$ cat src/rtl/mult_arbiter_if.sv
// mult_arbiter_if: requester/response bundle for mult_arbiter.
// master = clients + consumer side, slave = arbiter side.
interface mult_arbiter_if #(
  parameter int NREQ  = 4,
  parameter int WIDTH = 8,
  parameter int ID_W  = 2
);

  logic [NREQ-1:0]       req_valid;
  logic [NREQ-1:0]       req_ready;
  logic [NREQ*WIDTH-1:0] req_a;
  logic [NREQ*WIDTH-1:0] req_b;
  logic                  resp_valid;
  logic                  resp_ready;
  logic [2*WIDTH-1:0]    resp_x;
  logic [ID_W-1:0]       resp_id;
  logic                  busy;

  modport master (
    output req_valid,
    output req_a,
    output req_b,
    output resp_ready,
    input  req_ready,
    input  resp_valid,
    input  resp_x,
    input  resp_id,
    input  busy
  );

  modport slave (
    input  req_valid,
    input  req_a,
    input  req_b,
    input  resp_ready,
    output req_ready,
    output resp_valid,
    output resp_x,
    output resp_id,
    output busy
  );

endinterface

$ cat src/rtl/mult_arbiter.sv
// mult_arbiter: round-robin share of one WIDTHxWIDTH multiplier.
// Define MULT_ARB_FIXED_PRIO_EN for lowest-index-wins arbitration.
module mult_arbiter #(
  parameter int NREQ  = 4,
  parameter int WIDTH = 8,
  parameter int ID_W  = 2
) (
  input  logic          clk,
  input  logic          rst,
  mult_arbiter_if.slave bus
);

  typedef enum logic [1:0] {
    S_IDLE,
    S_CALC,
    S_RESP
  } state_t;

  state_t             r_state;
  state_t             w_next;
  logic [WIDTH-1:0]   r_op_a;
  logic [WIDTH-1:0]   r_op_b;
  logic [ID_W-1:0]    r_id;
  logic [2*WIDTH-1:0] r_prod;
  logic [WIDTH-1:0]   w_a;
  logic [WIDTH-1:0]   w_b;
  logic [ID_W-1:0]    w_winner;
  logic [2*WIDTH-1:0] w_prod;
  logic [NREQ-1:0]    w_grant;
  logic               w_any;
  logic               w_accept;

  assign w_any    = |bus.req_valid;
  assign w_accept = (r_state == S_IDLE) && w_any;

`ifdef MULT_ARB_FIXED_PRIO_EN

  always_comb begin
    w_winner = '0;
    for (int i = NREQ - 1; i >= 0; i--) begin
      if (bus.req_valid[i]) begin
        w_winner = ID_W'(i);
      end
    end
  end

`else

  logic [ID_W-1:0] r_last_grant;
  logic [ID_W-1:0] w_hi;
  logic [ID_W-1:0] w_lo;
  logic            w_hi_vld;

  // Requesters above last_grant beat those at or below it (wrap).
  always_comb begin
    w_hi     = '0;
    w_lo     = '0;
    w_hi_vld = 1'b0;
    for (int i = NREQ - 1; i >= 0; i--) begin
      if (bus.req_valid[i]) begin
        if (i > int'(r_last_grant)) begin
          w_hi     = ID_W'(i);
          w_hi_vld = 1'b1;
        end else begin
          w_lo = ID_W'(i);
        end
      end
    end
    w_winner = w_hi_vld ? w_hi : w_lo;
  end

  always_ff @(posedge clk or posedge rst) begin
    if (rst) begin
      r_last_grant <= ID_W'(NREQ - 1);
    end else if (w_accept) begin
      r_last_grant <= w_winner;
    end
  end

`endif

  always_comb begin
    w_a     = '0;
    w_b     = '0;
    w_grant = '0;
    for (int i = 0; i < NREQ; i++) begin
      if (w_winner == ID_W'(i)) begin
        w_a        = bus.req_a[i*WIDTH +: WIDTH];
        w_b        = bus.req_b[i*WIDTH +: WIDTH];
        w_grant[i] = w_accept;
      end
    end
  end

  assign w_prod = {{WIDTH{1'b0}}, r_op_a}
                * {{WIDTH{1'b0}}, r_op_b};

  always_comb begin
    w_next = r_state;
    unique case (r_state)
      S_IDLE: begin
        if (w_any) begin
          w_next = S_CALC;
        end
      end
      S_CALC: begin
        w_next = S_RESP;
      end
      S_RESP: begin
        if (bus.resp_ready) begin
          w_next = S_IDLE;
        end
      end
      default: begin
        w_next = S_IDLE;
      end
    endcase
  end

  always_ff @(posedge clk or posedge rst) begin
    if (rst) begin
      r_state <= S_IDLE;
      r_op_a  <= '0;
      r_op_b  <= '0;
      r_id    <= '0;
      r_prod  <= '0;
    end else begin
      r_state <= w_next;
      if (w_accept) begin
        r_op_a <= w_a;
        r_op_b <= w_b;
        r_id   <= w_winner;
      end
      if (r_state == S_CALC) begin
        r_prod <= w_prod;
      end
    end
  end

  assign bus.req_ready  = w_grant;
  assign bus.resp_valid = (r_state == S_RESP);
  assign bus.resp_x     = r_prod;
  assign bus.resp_id    = r_id;
  assign bus.busy       = (r_state != S_IDLE);

endmodule
$ cat src/flat_wrapper.sv
// flat-port wrapper written by rule: the top's interface ports become plain ports
module mult_arbiter_flat 
#(
  parameter int NREQ  = 4,
  parameter int WIDTH = 8,
  parameter int ID_W  = 2
)
  (clk, rst, bus_req_valid, bus_req_a, bus_req_b, bus_resp_ready, bus_req_ready, bus_resp_valid, bus_resp_x, bus_resp_id, bus_busy);
  mult_arbiter_if #(.NREQ(NREQ), .WIDTH(WIDTH), .ID_W(ID_W)) bus_i ();
  input  logic clk;
  input  logic rst;
  input wire logic [$bits(bus_i.req_valid)-1:0] bus_req_valid;
  input wire logic [$bits(bus_i.req_a)-1:0] bus_req_a;
  input wire logic [$bits(bus_i.req_b)-1:0] bus_req_b;
  input wire logic [$bits(bus_i.resp_ready)-1:0] bus_resp_ready;
  output wire logic [$bits(bus_i.req_ready)-1:0] bus_req_ready;
  output wire logic [$bits(bus_i.resp_valid)-1:0] bus_resp_valid;
  output wire logic [$bits(bus_i.resp_x)-1:0] bus_resp_x;
  output wire logic [$bits(bus_i.resp_id)-1:0] bus_resp_id;
  output wire logic [$bits(bus_i.busy)-1:0] bus_busy;
  assign bus_i.req_valid = bus_req_valid;
  assign bus_i.req_a = bus_req_a;
  assign bus_i.req_b = bus_req_b;
  assign bus_i.resp_ready = bus_resp_ready;
  assign bus_req_ready = bus_i.req_ready;
  assign bus_resp_valid = bus_i.resp_valid;
  assign bus_resp_x = bus_i.resp_x;
  assign bus_resp_id = bus_i.resp_id;
  assign bus_busy = bus_i.busy;
  mult_arbiter #(.NREQ(NREQ), .WIDTH(WIDTH), .ID_W(ID_W)) u_core (.clk(clk), .rst(rst), .bus(bus_i));
endmodule
$ cat config.mk
export PLATFORM = sky130hd
export DESIGN_NAME = mult_arbiter_flat
export DESIGN_NICKNAME = d
export VERILOG_FILES = /design/src/rtl/mult_arbiter_if.sv /design/src/rtl/mult_arbiter.sv /design/src/flat_wrapper.sv
export SDC_FILE = /design/constraint.sdc
export NUM_CORES = 1
export LEC_CHECK = 0
export BUFFER_PORTS_ARGS = -buffer_cell sky130_fd_sc_hd__buf_2
export CAP_MARGIN = 0
export CORE_MARGIN = 5
export CORE_UTILIZATION = 55
export CTS_CLUSTER_SIZE = 30
export DETAILED_ROUTE_END_ITERATION = 8
export GPL_TIMING_DRIVEN = 0
export HOLD_SLACK_MARGIN = 0.06
export PLACE_DENSITY = 0.93
export SETUP_SLACK_MARGIN = 0.05
export SYNTH_ARGS = -nofsm -noshare
export SYNTH_HDL_FRONTEND = slang
export SYNTH_SLANG_ARGS = --single-unit
$ cat constraint.sdc
create_clock -name clk -period 11.2 [get_ports clk]
set_clock_uncertainty 0.2 [all_clocks]
set_input_delay 2.8 -clock clk [delete_from_list [all_inputs] [get_ports clk]]
set_output_delay 2.8 -clock clk [all_outputs]
set_load 0.01 [all_outputs]
==> impl_metrics.json <==
{
  "status": "finished, final reports clean",
  "synth_top_area_cell": "dfrtp_1",
  "finalHoldViolCount": 0,
  "antenna_cells": 0,
  "holdCritPathClass": "reg2reg",
  "clkSlewWorstSetupHoldPaths_ns": 0.08,
  "row_count": 32,
  "grt_start_max_net_pins": 39,
  "vias": 3696,
  "drt_iter0_markers": 173,
  "clock_latency_ns": 0.29,
  "synth.cell_area_sq_um": 4270,
  "rsz0062_at_grt": "no",
  "crit_type": "in2out",
  "track_usage": 0.220,
  "drv_slew": 0,
  "core-area_sq_um": 7650,
  "viasPerCell": 5.61,
  "syn_area_per_cell_sq_um": 9.39,
  "synth_top_area_share": 0.211,
  "root_buffer": "clkbuf_8",
  "synth_common_cells": "inv_1 (57), and2_1 (53), nand2_1 (37)",
  "netlist_instances": 455,
  "maxSlewHeadroom": 0.482,
  "arrival_ns": 4.30,
  "grt_pass1_wl_mm": 17.6,
  "cp_max_fo": 10,
  "synth_edf_count": 0,
  "drive_above_1_share": 0.242,
  "fp.dieH_microns": 98.1,
  "cts_tree": "built",
  "numCtsBuffers": 5,
  "synth_nets": 598,
  "cts.sinks": 38,
  "die_w_microns": 98.1,
  "io_buffer_count": 94,
  "io_pins": 95,
  "async_reset_ff_frac": 1.00,
  "max_freq_ghz": 0.137,
  "finalSetupTns_ns": 0,
  "firstDrtPassIters": 5,
  "num-nets-final": 699,
  "fin_crit_ns": 7.30,
  "ys_types": 53,
  "grt_overflow": 0,
  "htreeDepth": 2,
  "avgRoutedWirePerCell_microns": 15.6,
  "synth.yosys.seq_area_share": 0.223,
  "ctsResizeCount": 0,
  "hpwl_mm": 8.32,
  "routed_wl_mm": 10.3,
  "ys_seq_elements": 38,
  "tightest_slew_ns": 0.776,
  "setup_viol": 0,
  "areaGrowthSynthToFinish_pct": 16.2,
  "critPathLaunchType": "input port",
  "start_util": 0.558,
  "maxCapViolCount": 0,
  "post_cts_buffers": 0,
  "synthFlopType": "dfrtp_1",
  "route.detailed.drc": 0,
  "required_ns": 8.20,
  "ys_warn_count": 0,
  "grt_pass1_vias": 3884,
  "cts_max_path_buffers": 2,
  "die_area_sq_um": 9630,
  "gp_congestion": 0.860,
  "critPathCaptureType": "primary output",
  "synth_most_common_cell": "inv_1",
  "final_antenna_net_count": 0,
  "holdBufCountCts": 0,
  "antenna_found_initial": 0,
  "period_share": 0.652,
  "fill_cells": 568,
  "synth_area_leaders": "dfrtp_1 (21%), fa_1 (17%), ha_1 (11%)"
}
-- metal layers --
layer	vias up	part of all wire	global-route usage
li1	1750	-	-
met1	1742	0.40	0.269
met2	189	0.49	0.392
met3	15	0.086	0.0443
met4	0	0.018	0.0618
met5	-	0	0
-- per-stage QoR --
step                      std cells  instance area (sq um)  hold WS (ns)  worst slack (ns)   util
final                           659                   4960         0.274              3.90  0.649
after global routing            659                   4960         0.292              3.83  0.649
after CTS                       659                   4960         0.277              3.93  0.649
after detailed placement        651                   4870         0.257              3.94  0.637
after global placement          651                   4870         0.252              4.02  0.637
after floorplan                 455                   4270         0.284              4.32      -
-- kinds of logic (layout without fill, tap and decap cells) --
logic type	Yosys count	count (layout)	share of synthesized area
xor+xnor	4	4	0.00821
flops	38	38	0.223
compound gates	71	71	0.122
mux	32	32	0.0926
fa+ha+maj	72	72	0.274
buf+inv	78	180	0.0820
simple gates	160	160	0.198
-- layout make-up --
cell class              instances  area, sq um  area share
flip-flops and latches         38          953       0.192
clock inverters                 2         12.5     0.00252
repair buffers                 94          470      0.0948
well taps                     102          128      0.0257
inverters                      57          214      0.0431
clock buffers                   6         82.6      0.0166
multi-input cells             339         2970       0.598
plain buffers                  21          136      0.0275
-- worst paths after layout --
kind	startpoint	endpoint	slack [ns]	depth (start not counted)
setup / recovery	bus_req_valid[3]	bus_req_ready[1]	3.90	7
hold / removal	u_core.bus.resp_x[3]	u_core.bus.resp_x[3]	0.27	2
setup reg to reg	u_core.r_op_b[7]	u_core.bus.resp_x[15]	6.48	14
hold reg to reg	u_core.bus.resp_x[3]	u_core.bus.resp_x[3]	0.27	2
max in group asynchronous	rst	u_core.bus.resp_x[1]	7.86	2
min in group asynchronous	rst	u_core.bus.resp_id[1]	2.44	2
-- state kept, by name, indices dropped and copies added, names as in the netlist --
register and count:
u_core.bus.resp_x 16, u_core.r_op_a 8, u_core.r_op_b 8, u_core.bus.resp_id 2
u_core.r_last_grant 2, u_core.r_state 2
-- critical path: stages --
cell and delay, ns:
buf_2 0.14, and2b_1 0.19, o221ai_2 0.40, clkbuf_1 0.39, nand2_1 0.14, nor2_1 0.10, buf_2 0.14
-- cells in the final DEF (no fill, tap or decap), types with 2 or more instances in the layout --
| cell | Yosys | final |
|---|---|---|
| a21oi_1 | 12 | 12 |
| dfrtp_1 | 36 | 36 |
| nor3_1 | 4 | 4 |
| clkbuf_8 | 1 | 7 |
| buf_4 | 2 | 2 |
| nand2_1 | 37 | 37 |
| inv_1 | 57 | 56 |
| a21o_1 | 2 | 2 |
| and2_1 | 53 | 53 |
| o31ai_1 | 3 | 3 |
| ha_1 | 36 | 36 |
| nand4_1 | 3 | 3 |
| mux2i_1 | 17 | 17 |
| o21a_1 | 4 | 4 |
| or2_1 | 2 | 2 |
| buf_2 | 2 | 96 |
| xor2_1 | 3 | 3 |
| o21ai_0 | 17 | 17 |
| dfstp_2 | 2 | 2 |
| nor2b_1 | 2 | 2 |
| nand3_1 | 36 | 36 |
| nor2_1 | 11 | 11 |
| buf_6 | 5 | 5 |
| a211oi_1 | 3 | 3 |
| a2111o_1 | 2 | 2 |
| a221o_1 | 15 | 15 |
| mux2_4 | 15 | 15 |
| clkbuf_1 | 11 | 11 |
| o2111ai_1 | 2 | 2 |
| nand2b_1 | 2 | 2 |
| fa_1 | 36 | 36 |
Power is not shown: default switching activity piles up to over one toggle a cycle in this logic, so the estimate is an artifact.
